[config.mk]
export PLATFORM = sky130hd
export DESIGN_NAME = apb_regs_slave
export DESIGN_NICKNAME = d
export VERILOG_FILES = /design/src/rtl/apb_regs_slave.sv
export SDC_FILE = /design/constraint.sdc
export NUM_CORES = 1
export LEC_CHECK = 0
export CAP_MARGIN = 20
export CORE_UTILIZATION = 33
export DETAILED_ROUTE_END_ITERATION = 12
export GPL_TIMING_DRIVEN = 0
export PLACE_DENSITY = 0.89
export SLEW_MARGIN = 20
export SYNTH_ARGS = -nofsm -noshare
export SYNTH_HDL_FRONTEND = slang
export SYNTH_SLANG_ARGS = --single-unit
[constraint.sdc]
create_clock -name clk -period 3 [get_ports clk]
set_input_delay 0.6 -clock clk [delete_from_list [all_inputs] [get_ports clk]]
set_output_delay 0.6 -clock clk [all_outputs]
set_load 0.01 [all_outputs]
[src/rtl/apb_regs_slave.sv]
// APB3 completer register block for the aligner core: CTRL, STATUS, IRQEN, IRQ.
// Define APB_SLVERR_EN to drive pslverr; otherwise pslverr is tied low.
module apb_regs_slave #(
    parameter int ADDR_WIDTH  = 16,
    parameter int DATA_WIDTH  = 32,
    parameter int WAIT_STATES = 1
) (
    input  logic                  clk,
    input  logic                  preset,
    input  logic [ADDR_WIDTH-1:0] paddr,
    input  logic                  pwrite,
    input  logic                  psel,
    input  logic                  penable,
    input  logic [DATA_WIDTH-1:0] pwdata,
    output logic                  pready,
    output logic [DATA_WIDTH-1:0] prdata,
    output logic                  pslverr,
    input  logic [3:0]            rx_lvl,
    input  logic [3:0]            tx_lvl,
    input  logic [7:0]            cnt_drop,
    input  logic [4:0]            evt,
    output logic [2:0]            ctrl_size,
    output logic [1:0]            ctrl_offset,
    output logic                  ctrl_clr,
    output logic                  irq
);

    localparam logic [ADDR_WIDTH-1:0] A_CTRL  = ADDR_WIDTH'(16'h0000);
    localparam logic [ADDR_WIDTH-1:0] A_STAT  = ADDR_WIDTH'(16'h000C);
    localparam logic [ADDR_WIDTH-1:0] A_IRQEN = ADDR_WIDTH'(16'h00F0);
    localparam logic [ADDR_WIDTH-1:0] A_IRQ   = ADDR_WIDTH'(16'h00F4);

    logic [3:0]            cnt;
    logic                  access;
    logic                  hit_ctrl;
    logic                  hit_stat;
    logic                  hit_irqen;
    logic                  hit_irq;
    logic                  wr_ok;
    logic                  err;
    logic                  commit;
    logic [DATA_WIDTH-1:0] rdata;
    logic [2:0]            size_q;
    logic [1:0]            offset_q;
    logic [4:0]            irqen_q;
    logic [4:0]            irq_q;
    logic [4:0]            irq_clr;
    logic                  unused_ok;

    assign access = psel & penable;
    assign pready = access & ~preset & (cnt == 4'(WAIT_STATES));

    // Counter only advances during access phase; anything else restarts it.
    always_ff @(posedge clk) begin
        if (preset || !access || pready) begin
            cnt <= '0;
        end else begin
            cnt <= cnt + 4'd1;
        end
    end

    assign hit_ctrl  = (paddr == A_CTRL);
    assign hit_stat  = (paddr == A_STAT);
    assign hit_irqen = (paddr == A_IRQEN);
    assign hit_irq   = (paddr == A_IRQ);

    // SIZE==0 is not a legal geometry, so such a CTRL write is refused.
    assign wr_ok  = hit_ctrl ? (pwdata[2:0] != 3'd0) : (hit_irqen | hit_irq);
    assign err    = pwrite ? ~wr_ok
                           : ~(hit_ctrl | hit_stat | hit_irqen | hit_irq);
    assign commit = pready & pwrite & wr_ok;

    always_comb begin
        rdata = '0;
        unique case (1'b1)
            hit_ctrl: begin
                rdata[2:0] = size_q;
                rdata[9:8] = offset_q;
            end
            hit_stat: begin
                rdata[3:0]   = rx_lvl;
                rdata[11:8]  = tx_lvl;
                rdata[23:16] = cnt_drop;
            end
            hit_irqen: rdata[4:0] = irqen_q;
            hit_irq:   rdata[4:0] = irq_q;
            default:   rdata = '0;
        endcase
    end

    assign prdata   = (pready & ~pwrite) ? rdata : '0;
    assign ctrl_clr = commit & hit_ctrl & pwdata[16];
    assign irq_clr  = (commit & hit_irq) ? pwdata[4:0] : 5'd0;

    always_ff @(posedge clk) begin
        if (preset) begin
            size_q   <= 3'd1;
            offset_q <= 2'd0;
            irqen_q  <= 5'd0;
            irq_q    <= 5'd0;
            irq      <= 1'b0;
        end else begin
            if (commit && hit_ctrl) begin
                size_q   <= pwdata[2:0];
                offset_q <= pwdata[9:8];
            end
            if (commit && hit_irqen) begin
                irqen_q <= pwdata[4:0];
            end
            // A new event outranks a simultaneous clear.
            irq_q <= (irq_q & ~irq_clr) | evt;
            irq   <= |(irq_q & irqen_q);
        end
    end

    assign ctrl_size   = size_q;
    assign ctrl_offset = offset_q;

`ifdef APB_SLVERR_EN
    assign pslverr   = pready & err;
    assign unused_ok = ^pwdata;
`else
    assign pslverr   = 1'b0;
    assign unused_ok = ^{pwdata, err};
`endif

endmodule

==> summary.md, run 1 <==
| Metric | Value |
|---|---|
| Synthesized area per cell | slightly below 9 um2 |
| Placeable Area | approximately 4000 um2 |
| H-tree depth | 1 |
| Final Max Tran Viols | 0 |
| Cells along the critical path | clkbuf_2 > or4_4 > buf_4 > nor4_4 > buf_6 > buf_4 > a22oi_2 > a21oi_2 > buf_2 |
| DR vias/cell | 5.05 |
| Vias in the first global route | ~1.5k |
| Starting Density | about a third |
| Fillcell total | approximately 350 |
| Final Net Count | 350 |
| Final setup TNS | -42.7 ps |
| Max-Cap Viols | 0 |
| Wl on met1 | ~1.7 mm |
| Port Buffers | between 70 and 80 |
| Reg clk slew, reported paths | ~70 ps |
| Non-filler instance count after layout | 322 |
| WL met3 | 463 um |
| Register area share after synthesis | roughly 29% |
| Layout area overhead | 77.3% |
| Maximum VDD drop | 146 uV |
| Top cells by count, synth | dfxtp_1, buf_4, nor2_1, a21oi_1, and3_1 |
| HP Class | flip-flop to flip-flop |
| Mapped Cells | approximately 160 |
| Via count | 1627 |
| TritonCTS clock tree | yes |
| Synth area leader | dfxtp_1 |
| Io pins | between 100 and 150 |
| Top-area cell type share of the netlist area | between 20% and 30% |
| Status | finished, violations left |
| Fin util | 61.2% |
| Top area cells in the synthesized netlist | dfxtp_1, buf_4, nor4_4, a22oi_1, and3_1 |
| Crit path DAT | roughly 2400 ps |
| Final GP Congestion | 0.832 |
| TritonCTS Sinks | 20 |
| Fin crit period | between 3000 and 4000 ps |
| Overall power | about 0.57 mW |
| Most common cell in the netlist | dfxtp_1 |
| Crit Path Max Fanout | 4 |
| Wire per inst | between 10 and 15 um |
| GRT overflow | 0 |
| Metal2 WL | between 2 and 2.5 mm |
| Unrepaired setup endpoints after global routing | yes |
| DR top layer | met4 |
| Die width | between 60 and 70 um |
| WS Path Type | primary input to primary output |
| Max Clk Rate | 0.330 GHz |
| Global-route wire length before repair | between 6 and 7 mm |
| Num CTS Buffers | 3 |
| Final period util | 101% |
| Drc violations | 0 |
| Area after DPL | roughly 2200 um2 |
| Ys async rst share | 0% |
| Most used DFF post-synth | dfxtp_1 |
| Max Clock Skew | 3.96 ps |
| Fin. Hold Viols | 0 |
| HPWL after DPL | 3.19 mm |
| Final antenna diode count | 0 |
| Post-synth design cell area | between 1000 and 1500 um2 |
| Clk_lat worst skew | around 250 ps |
| Rows | 23 |
| Number of flops mapped to enable cells by yosys | 0 |
| Clock Tree Root | clkbuf_8 |
| R2R cell count | 6 |
| Die height | roughly 67 um |
| Worst-case clock buffer depth | 2 |
| Hold buffer count at cts | 0 |
| DRT Wirelength | about 4.4 mm |
| CP peak stage delay | between 500 and 600 ps |
| Final antenna-violating net count | 0 |
| Final Setup Violations | 2 |
| Die ar. | between 4000 and 5000 um2 |
| Endpoint type of the worst setup path | primary output |
| GRT Total Usage | 19.6% |
| Worst hold stages | 1 |
| PnR worst setup slack | -27.6 ps |
| DRT Pass-1 Iters | 5 |
| Startpoint Class | primary input |
| Required time worst endpoint | ~2400 ps |
| FF+latch count, synth | 20 |
| Ys Warns | 0 |
| Yosys cell types | 35 |
| Dpl cells | between 200 and 300 |
| Layout cells sized above 1 | between 20 and 30% |
| Largest net degree at the start of global routing | 11 |
| PwrDens | between 200 and 250 nW/um2 |
| CP max-delay cell | or4_4 |
| Leakage power | between 1 and 1.5 nW |
| Failing checks | negative setup slack |
| Cell mode on critical path | buf_4 |
| Initial antenna violation count | 0 |
| Final Cell Area | 2470 um2 |
| DRT iter0 DRCs | 59 |
==> critical path: cells and delay by family <==
family          cells  cell delay (ps)
buf+inv             5              690
simple gates        2              910
compound gates      2              230
==> cells in the final DEF (no fill, tap or decap), drive strengths merged <==
cell | Yosys | final
buf | 20 | 45
clkdlybuf4s50 | 0 | 39
dfxtp | 20 | 20
conb | 1 | 16
nor2 | 15 | 15
a21oi | 13 | 13
clkbuf | 4 | 13
and3 | 12 | 12
clkdlybuf4s15 | 0 | 12
nand3 | 12 | 12
dlygate4sd2 | 0 | 11
o21ai | 10 | 10
a22oi | 10 | 10
or4 | 7 | 7
inv | 6 | 6
nor4 | 5 | 5
a311oi | 5 | 5
nand3b | 2 | 2
or3 | 2 | 2
nand4 | 2 | 2
a222oi | 2 | 2
ha | 2 | 2
or3b | 1 | 1
nor3 | 1 | 1
or4bb | 1 | 1
or4b | 1 | 1
o41ai | 1 | 1
and3b | 1 | 1
nor3b | 1 | 1
and4 | 1 | 1
nand2 | 1 | 1
xor2 | 1 | 1
xnor2 | 1 | 1
==> logic make-up after synthesis <==
logic type | synth area share [%]
AND/OR/NAND/NOR | 34.9
AO/OA/AOI/OAI | 18.9
buffers and inverters | 14.1
flip-flops | 28.8
XOR/XNOR | 1.26
adder cells (fa/ha/maj) | 1.80
other | 0.270
==> final cells by class <==
cell class,instances,area (um2),share of cell area (%)
Buffer,23,178,7.20
Sequential cell,20,400,16.2
Clock buffer,3,41.3,1.67
Timing Repair Buffer,94,860,34.8
Tap cell,50,62.6,2.54
Inverter,6,22.5,0.913
Multi-Input combinational cell,126,903,36.6
==> report_power, final <==
part	leakage (nW)	total, mW	internal (mW)	switching [mW]
clock network	0.0216	0.169	0.0892	0.0796
logic	0.918	0.126	0.0779	0.0476
registers	0.163	0.276	0.271	0.00499
==> per-stage QoR <==
stage / worst slack [ps] / hold slack (ps)
after floorplan: 280 / 433
after global placement: -817 / 448
after detailed placement: -815 / 469
after CTS: 6.72 / 485
after global routing: -122 / 491
final: -27.6 / 478
==> path summary, 6_finish.rpt <==
path	slack, ps	startpoint	endpoint
worst max register to register	1160	cnt[0]$_SDFF_PP0_	irqen_q[0]$_SDFFE_PP0P_
worst max-delay path	-30	paddr[9]	prdata[2]
worst min-delay path	480	cnt[0]$_SDFF_PP0_	cnt[0]$_SDFF_PP0_
worst min register to register	480	cnt[0]$_SDFF_PP0_	cnt[0]$_SDFF_PP0_
==> routing by layer <==
metal / GRT usage (%) / up-vias
met5: 0 / -
met4: 11.2 / 0
met3: 4.28 / 10
met2: 36.1 / 80
met1: 20.1 / 736
li1: - / 801
==> repair_timing <==
item,in CTS,in global routing
resized for setup,77,14
endpoints found under the setup margin,18,18
setup buffers,19,2
pin swaps,14,9
==> flip-flops by register name (all words and copies together) (netlist names) <==
register / flops
ctrl_offset: 2
irq: 1
irq_q: 5
cnt: 4
ctrl_size: 3
irqen_q: 5
No activity file was read; power rests on OpenSTA's default activity.
==> run 2: changes to the inputs <==
--- a/config.mk
+++ b/config.mk
@@ -5,8 +5,10 @@
 export SDC_FILE = /design/constraint.sdc
 export NUM_CORES = 1
 export LEC_CHECK = 0
-export CAP_MARGIN = 20
-export CORE_UTILIZATION = 33
+export CAP_MARGIN = 10
+export CELL_PAD_IN_SITES_DETAIL_PLACEMENT = 0
+export CELL_PAD_IN_SITES_GLOBAL_PLACEMENT = 1
+export CORE_UTILIZATION = 22
 export DETAILED_ROUTE_END_ITERATION = 12
 export GPL_TIMING_DRIVEN = 0
 export PLACE_DENSITY = 0.89
==> summary.md, run 2 (synthesis results as in run 1) <==
| Metric | Value |
|---|---|
| Status | finished, final reports clean |
| HP Class | flip-flop to flip-flop |
| Hold buffer count at cts | 0 |
| RR Startpoint | cnt[0]$_SDFF_PP0_ |
| Most used routing layer | met2 |
| Crit path from | paddr[8] |
| GRT overflow | 0 |
| Crit Path Max Fanout | 6 |
| Final antenna diode count | 0 |
| WS Path Type | primary input to primary output |
| Io pins | around 120 |
| R2r setup slk | around 1200 ps |
| Reg clk slew, reported paths | approximately 70 ps |
| Crit path DAT | approximately 2300 ps |
| Met3 usage | about 3.7% |
| Clk pwr share | between 30% and 40% |
| Switching pwr | about 0.13 mW |
| Maximum VDD drop | ~140 uV |
| Via count | 1578 |
| TritonCTS clock tree | yes |
| Worst-case clock buffer depth | 2 |
| M2 GR Usage | between 20% and 30% |
| Vias in the first global route | approximately 1.5k |
| Die height | slightly above 80 um |
| Global-route wire length before repair | roughly 6.7 mm |
| DRT Wirelength | between 4 and 5 mm |
| Max Clk Rate | 0.343 GHz |
| Leakage power | around 1.1 nW |
| Endpoint type of the worst setup path | primary output |
| DRT iter0 DRCs | slightly above 50 |
| CP Depth | 9 |
| TritonCTS Sinks | 20 |
| DRT Pass-1 Iters | 4 |
| Largest delay share family, worst path | simple AND/OR/NAND/NOR gates |
| GR Util met1 | 15.1% |
| DR vias/cell | ~4.6 |
| Wire per inst | between 10 and 15 um |
| Max-Cap Viols | 0 |
| GRT Total Usage | roughly an eighth |
| Final Setup Violations | 0 |
| Final GP Congestion | slightly below 0.8 |
| Cells along the critical path | clkdlybuf4s15_1 > or4_4 > buf_8 > nor4_4 > buf_6 > buf_6 > a22oi_2 > a21oi_2 > buf_2 |
| PnR worst setup slack | 87.4 ps |
| Fin. Hold Viols | 0 |
| Final Max Tran Viols | 0 |
| Worst Setup EP | prdata[2] |
| Most frequent cells in the layout | clkdlybuf4s50_1, buf_4, dfxtp_1, conb_1, buf_2 |
| Pre-CTS setup slack | -839 ps |
| Unrepaired setup endpoints after global routing | yes |
| Layout area overhead | 72.1% |
| Port Buffers | between 70 and 80 |
| Final antenna-violating net count | 0 |
| Combinational fraction of design power | 21.4% |
| Non-filler instance count after layout | between 300 and 400 |
| Max Clock Skew | 3.00 ps |
| Clock Tree Root | clkbuf_8 |
| PwrDens | roughly 240 nW/um2 |
| Drc violations | 0 |
| Sw frac | a little under a quarter |
| Final Net Count | about 350 |
| CP peak stage delay | between 500 and 600 ps |
| Die width | approximately 82 um |
| Startpoint Class | primary input |
| Clk_lat worst skew | approximately 250 ps |
| Fin crit period | ~2900 ps |
| Final period util | 97.1% |
| Placeable Area | 6030 um2 |
| Critical path buffer and inverter count | 5 |
| Hold Slack | 471 ps |
| Fin util | 39.7% |
| Die ar. | between 6000 and 7000 um2 |
| CP max-delay cell | or4_4 |
| Initial antenna violation count | 0 |
| Dpl cells | 324 |
| Int Pwr | 0.435 mW |
| Largest net degree at the start of global routing | 11 |
| R2R cell count | 6 |
| Rows | 28 |
| Biggest regs | irq_q (5), irqen_q (5), cnt (4) |
| Reg power frac | about half |
| H-tree depth | 1 |
| Cell mode on critical path | buf_6 |
| Critical R2R Capture | irqen_q[4]$_SDFFE_PP0P_ |
| Layout cells sized above 1 | about a third |
| Commonest non-fill, non-tap cell in the layout | clkdlybuf4s50_1 |
| HPWL after DPL | 3.34 mm |
| Required time worst endpoint | approximately 2400 ps |
| Num CTS Buffers | 3 |
| Starting Density | a little under a quarter |
## run 2: cell types whose count changed in the layout (fill, tap and decap cells not counted)
cell             previous run  this run
dlygate4sd2_1              11         2
buf_2                       5        16
clkdlybuf4s15_1            12         6
buf_12                      3         1
buf_4                      32        29
buf_6                       4         6
clkbuf_2                    6        10
## run 2: through the flow
stage | TNS (ps) | total power [mW] | instance area, um2
2_1_floorplan | 0 | 0.330 | 1450
3_3_place_gp | -12980 | 0.402 | 2270
3_5_place_dp | -13380 | 0.405 | 2270
4_1_cts | 0 | 0.571 | 2370
5_1_grt | -5.35 | 0.603 | 2390
6_report | 0 | 0.569 | 2390
## run 2: final cells by class
| type | instances | area [um2] |
|---|---|---|
| fillers | 619 | 3630 |
| clock buffers | 3 | 41.3 |
| inverters | 6 | 22.5 |
| plain buffers | 23 | 173 |
| well taps | 75 | 93.8 |
| repair buffers | 91 | 761 |
| multi-input cells | 126 | 903 |
| flip-flops and latches | 20 | 400 |
## run 2: worst min-delay path by stage
stage	slack [ps]	depth (start not counted)	to	start
after floorplan	430	1	cnt[0]$_SDFF_PP0_	cnt[0]$_SDFF_PP0_
after CTS	470	1	cnt[0]$_SDFF_PP0_	cnt[0]$_SDFF_PP0_
final	470	1	cnt[0]$_SDFF_PP0_	cnt[0]$_SDFF_PP0_
after global routing	490	1	cnt[0]$_SDFF_PP0_	cnt[0]$_SDFF_PP0_
after global placement	450	1	cnt[0]$_SDFF_PP0_	cnt[0]$_SDFF_PP0_
after detailed placement	460	1	cnt[0]$_SDFF_PP0_	cnt[0]$_SDFF_PP0_
## run 2: layer usage
| layer | up-vias | part of all wire [%] |
|---|---|---|
| li1 | 798 | - |
| met4 | 0 | 0.25 |
| met1 | 715 | 41 |
| met5 | - | 0 |
| met2 | 63 | 49 |
| met3 | 2 | 10 |
## run 2: repair_timing
item	4_1_cts	5_1_grt
hold endpoints to repair	0	0
setup endpoints to repair	18	16
pin swaps	14	11
buffers inserted	13	5
gates resized for setup	98	27
## run 2: worst reg2reg max path: stages, from the launching register on
cell and delay [ps]:
dfxtp_1 380, ha_1 170, nor3b_1 410, and3_1 220
clkbuf_1 280, nand3_1 120, a21oi_1 160
## run 2: power groups by stage
stage	combinational [mW]	sequential, mW	clock [mW]
3_3_place_gp	0.121	0.282	0
4_1_cts	0.120	0.276	0.176
3_5_place_dp	0.123	0.282	0
6_report	0.122	0.276	0.171
5_1_grt	0.132	0.277	0.194
2_1_floorplan	0.0495	0.280	0
==> run 3: changes to the inputs <==
--- a/config.mk
+++ b/config.mk
@@ -12,6 +12,7 @@
 export DETAILED_ROUTE_END_ITERATION = 12
 export GPL_TIMING_DRIVEN = 0
 export PLACE_DENSITY = 0.89
+export SKIP_LAST_GASP = 1
 export SLEW_MARGIN = 20
 export SYNTH_ARGS = -nofsm -noshare
 export SYNTH_HDL_FRONTEND = slang
==> summary.md, run 3 (synthesis results as in run 1) <==
| Metric | Value |
|---|---|
| Required time worst endpoint | 2400 ps |
| GRT overflow | 0 |
| Via count | between 1.5k and 2k |
| Hold EP | cnt[0]$_SDFF_PP0_ |
| Reg clk slew, reported paths | 70 ps |
| Starting Density | approximately 23% |
| RR Startpoint | cnt[0]$_SDFF_PP0_ |
| R2R cell count | 6 |
| Critical R2R Capture | irqen_q[4]$_SDFFE_PP0P_ |
| DR vias/cell | around 4.6 |
| WS Path Type | primary input to primary output |
| Clock Tree Root | clkbuf_8 |
| Biggest regs | irq_q (5), irqen_q (5), cnt (4) |
| Clk pwr share | a little under a third |
| Port Buffers | between 70 and 80 |
| Startpoint Class | primary input |
| GRT Total Usage | a little over an eighth |
| Status | finished, final reports clean |
| Final period util | between 90% and 100% |
| Pre-CTS setup slack | -839 ps |
| Sw frac | roughly a quarter |
| Die ar. | about 6600 um2 |
| Fillcell total | 619 |
| TritonCTS Sinks | 20 |
| Final GP Congestion | between 0.7 and 0.8 |
| Crit path from | paddr[8] |
| Rows | 28 |
| TritonCTS clock tree | yes |
| Largest net degree at the start of global routing | 11 |
| Crit path DAT | between 2000 and 2500 ps |
| Drc violations | 0 |
| Leakage power | roughly 1.1 nW |
| Placeable Area | about 6000 um2 |
| PwrDens | between 200 and 250 nW/um2 |
| H-tree depth | 1 |
| Layout area overhead | 72.1% |
| Crit Path Max Fanout | 6 |
| DRT Wirelength | around 4.5 mm |
| Initial antenna violation count | 0 |
| Most frequent cells in the layout | clkdlybuf4s50_1, buf_4, dfxtp_1, conb_1, buf_2 |
| DRT iter0 DRCs | ~50 |
| HP Start | cnt[0]$_SDFF_PP0_ |
| HPWL after DPL | approximately 3.3 mm |
| Wire per inst | between 10 and 15 um |
| Combinational fraction of design power | a little over a fifth |
| Clk_lat worst skew | roughly 250 ps |
| Num CTS Buffers | 3 |
| Fin crit period | 2910 ps |
| Unrepaired setup endpoints after global routing | yes |
| Maximum VDD drop | about 140 uV |
| DRT Pass-1 Iters | 4 |
| Max Clk Rate | roughly 0.34 GHz |
| Non-filler instance count after layout | 344 |
| Hold Slack | roughly 470 ps |
| Worst-case clock buffer depth | 2 |
| Io pins | 115 |
| Final Setup Violations | 0 |
| Reg power frac | 48.5% |
| Die width | approximately 82 um |
| Max Clock Skew | about 3.0 ps |
| Overall power | 0.569 mW |
| Final Net Count | 347 |
| Layout cells sized above 1 | between 30% and 40% |
| Final antenna-violating net count | 0 |
| Max-Cap Viols | 0 |
| Dpl cells | 324 |
| Vias in the first global route | around 1.5k |
| Switching pwr | 0.134 mW |
| R2r setup slk | about 1200 ps |
| Die height | around 82 um |
| Final antenna diode count | 0 |
| HP Class | flip-flop to flip-flop |
| Final Max Tran Viols | 0 |
| Worst hold stages | 1 |
| Int Pwr | ~0.43 mW |
| Endpoint type of the worst setup path | primary output |
| Commonest non-fill, non-tap cell in the layout | clkdlybuf4s50_1 |
| Global-route wire length before repair | approximately 6.7 mm |
| PnR worst setup slack | 87.4 ps |
| Fin. Hold Viols | 0 |
==> run 3: metrics by stage <==
stage / TNS, ps / area (um2) / util [%]
after floorplan: 0 / 1450 / -
after global placement: -12980 / 2270 / 37.7
after detailed placement: -13380 / 2270 / 37.7
after CTS: 0 / 2370 / 39.4
after global routing: -5.35 / 2390 / 39.7
final: 0 / 2390 / 39.7
==> run 3: final cells by class <==
type                       instances  area [um2]  share of cell area, %
sequential                        20         400                   16.7
multi-input combinational        126         903                   37.7
buffer                            23         173                   7.21
clock buffer                       3        41.3                   1.72
tap                               75        93.8                   3.92
inverter                           6        22.5                  0.940
timing repair buffer              91         761                   31.8
==> run 3: power by group through the flow <==
stage	clock, mW	combinational, mW	sequential, mW
after global routing	0.194	0.132	0.277
after floorplan	0	0.0495	0.280
final	0.171	0.122	0.276
after detailed placement	0	0.123	0.282
after CTS	0.176	0.120	0.276
after global placement	0	0.121	0.282
==> run 3: worst max-delay path by stage <==
stage                      endpoint  depth (start not counted)
final                     prdata[2]                          9
after global routing      prdata[2]                          9
after CTS                 prdata[3]                          9
after detailed placement  prdata[2]                          7
after global placement    prdata[2]                          7
after floorplan           prdata[0]                          5
==> run 3: layer usage <==
layer	wire length, um	global-route usage (%)
met4	11	4.11
met3	461	3.67
met5	0	0
met1	1820	15.1
met2	2180	23.6
==> run 3: repair_timing <==
| action | in CTS | in global routing |
|---|---|---|
| pin swaps | 14 | 11 |
| endpoints found under the setup margin | 18 | 16 |
| resized for setup | 98 | 27 |
| buffers inserted | 13 | 5 |
| hold buffers | 0 | 0 |
==> run 3: critical path: stages <==
cell             delay, ps
clkdlybuf4s15_1        160
or4_4                  520
buf_8                  160
nor4_4                 300
buf_6                  150
buf_6                  100
a22oi_2                 50
a21oi_2                120
buf_2                  140
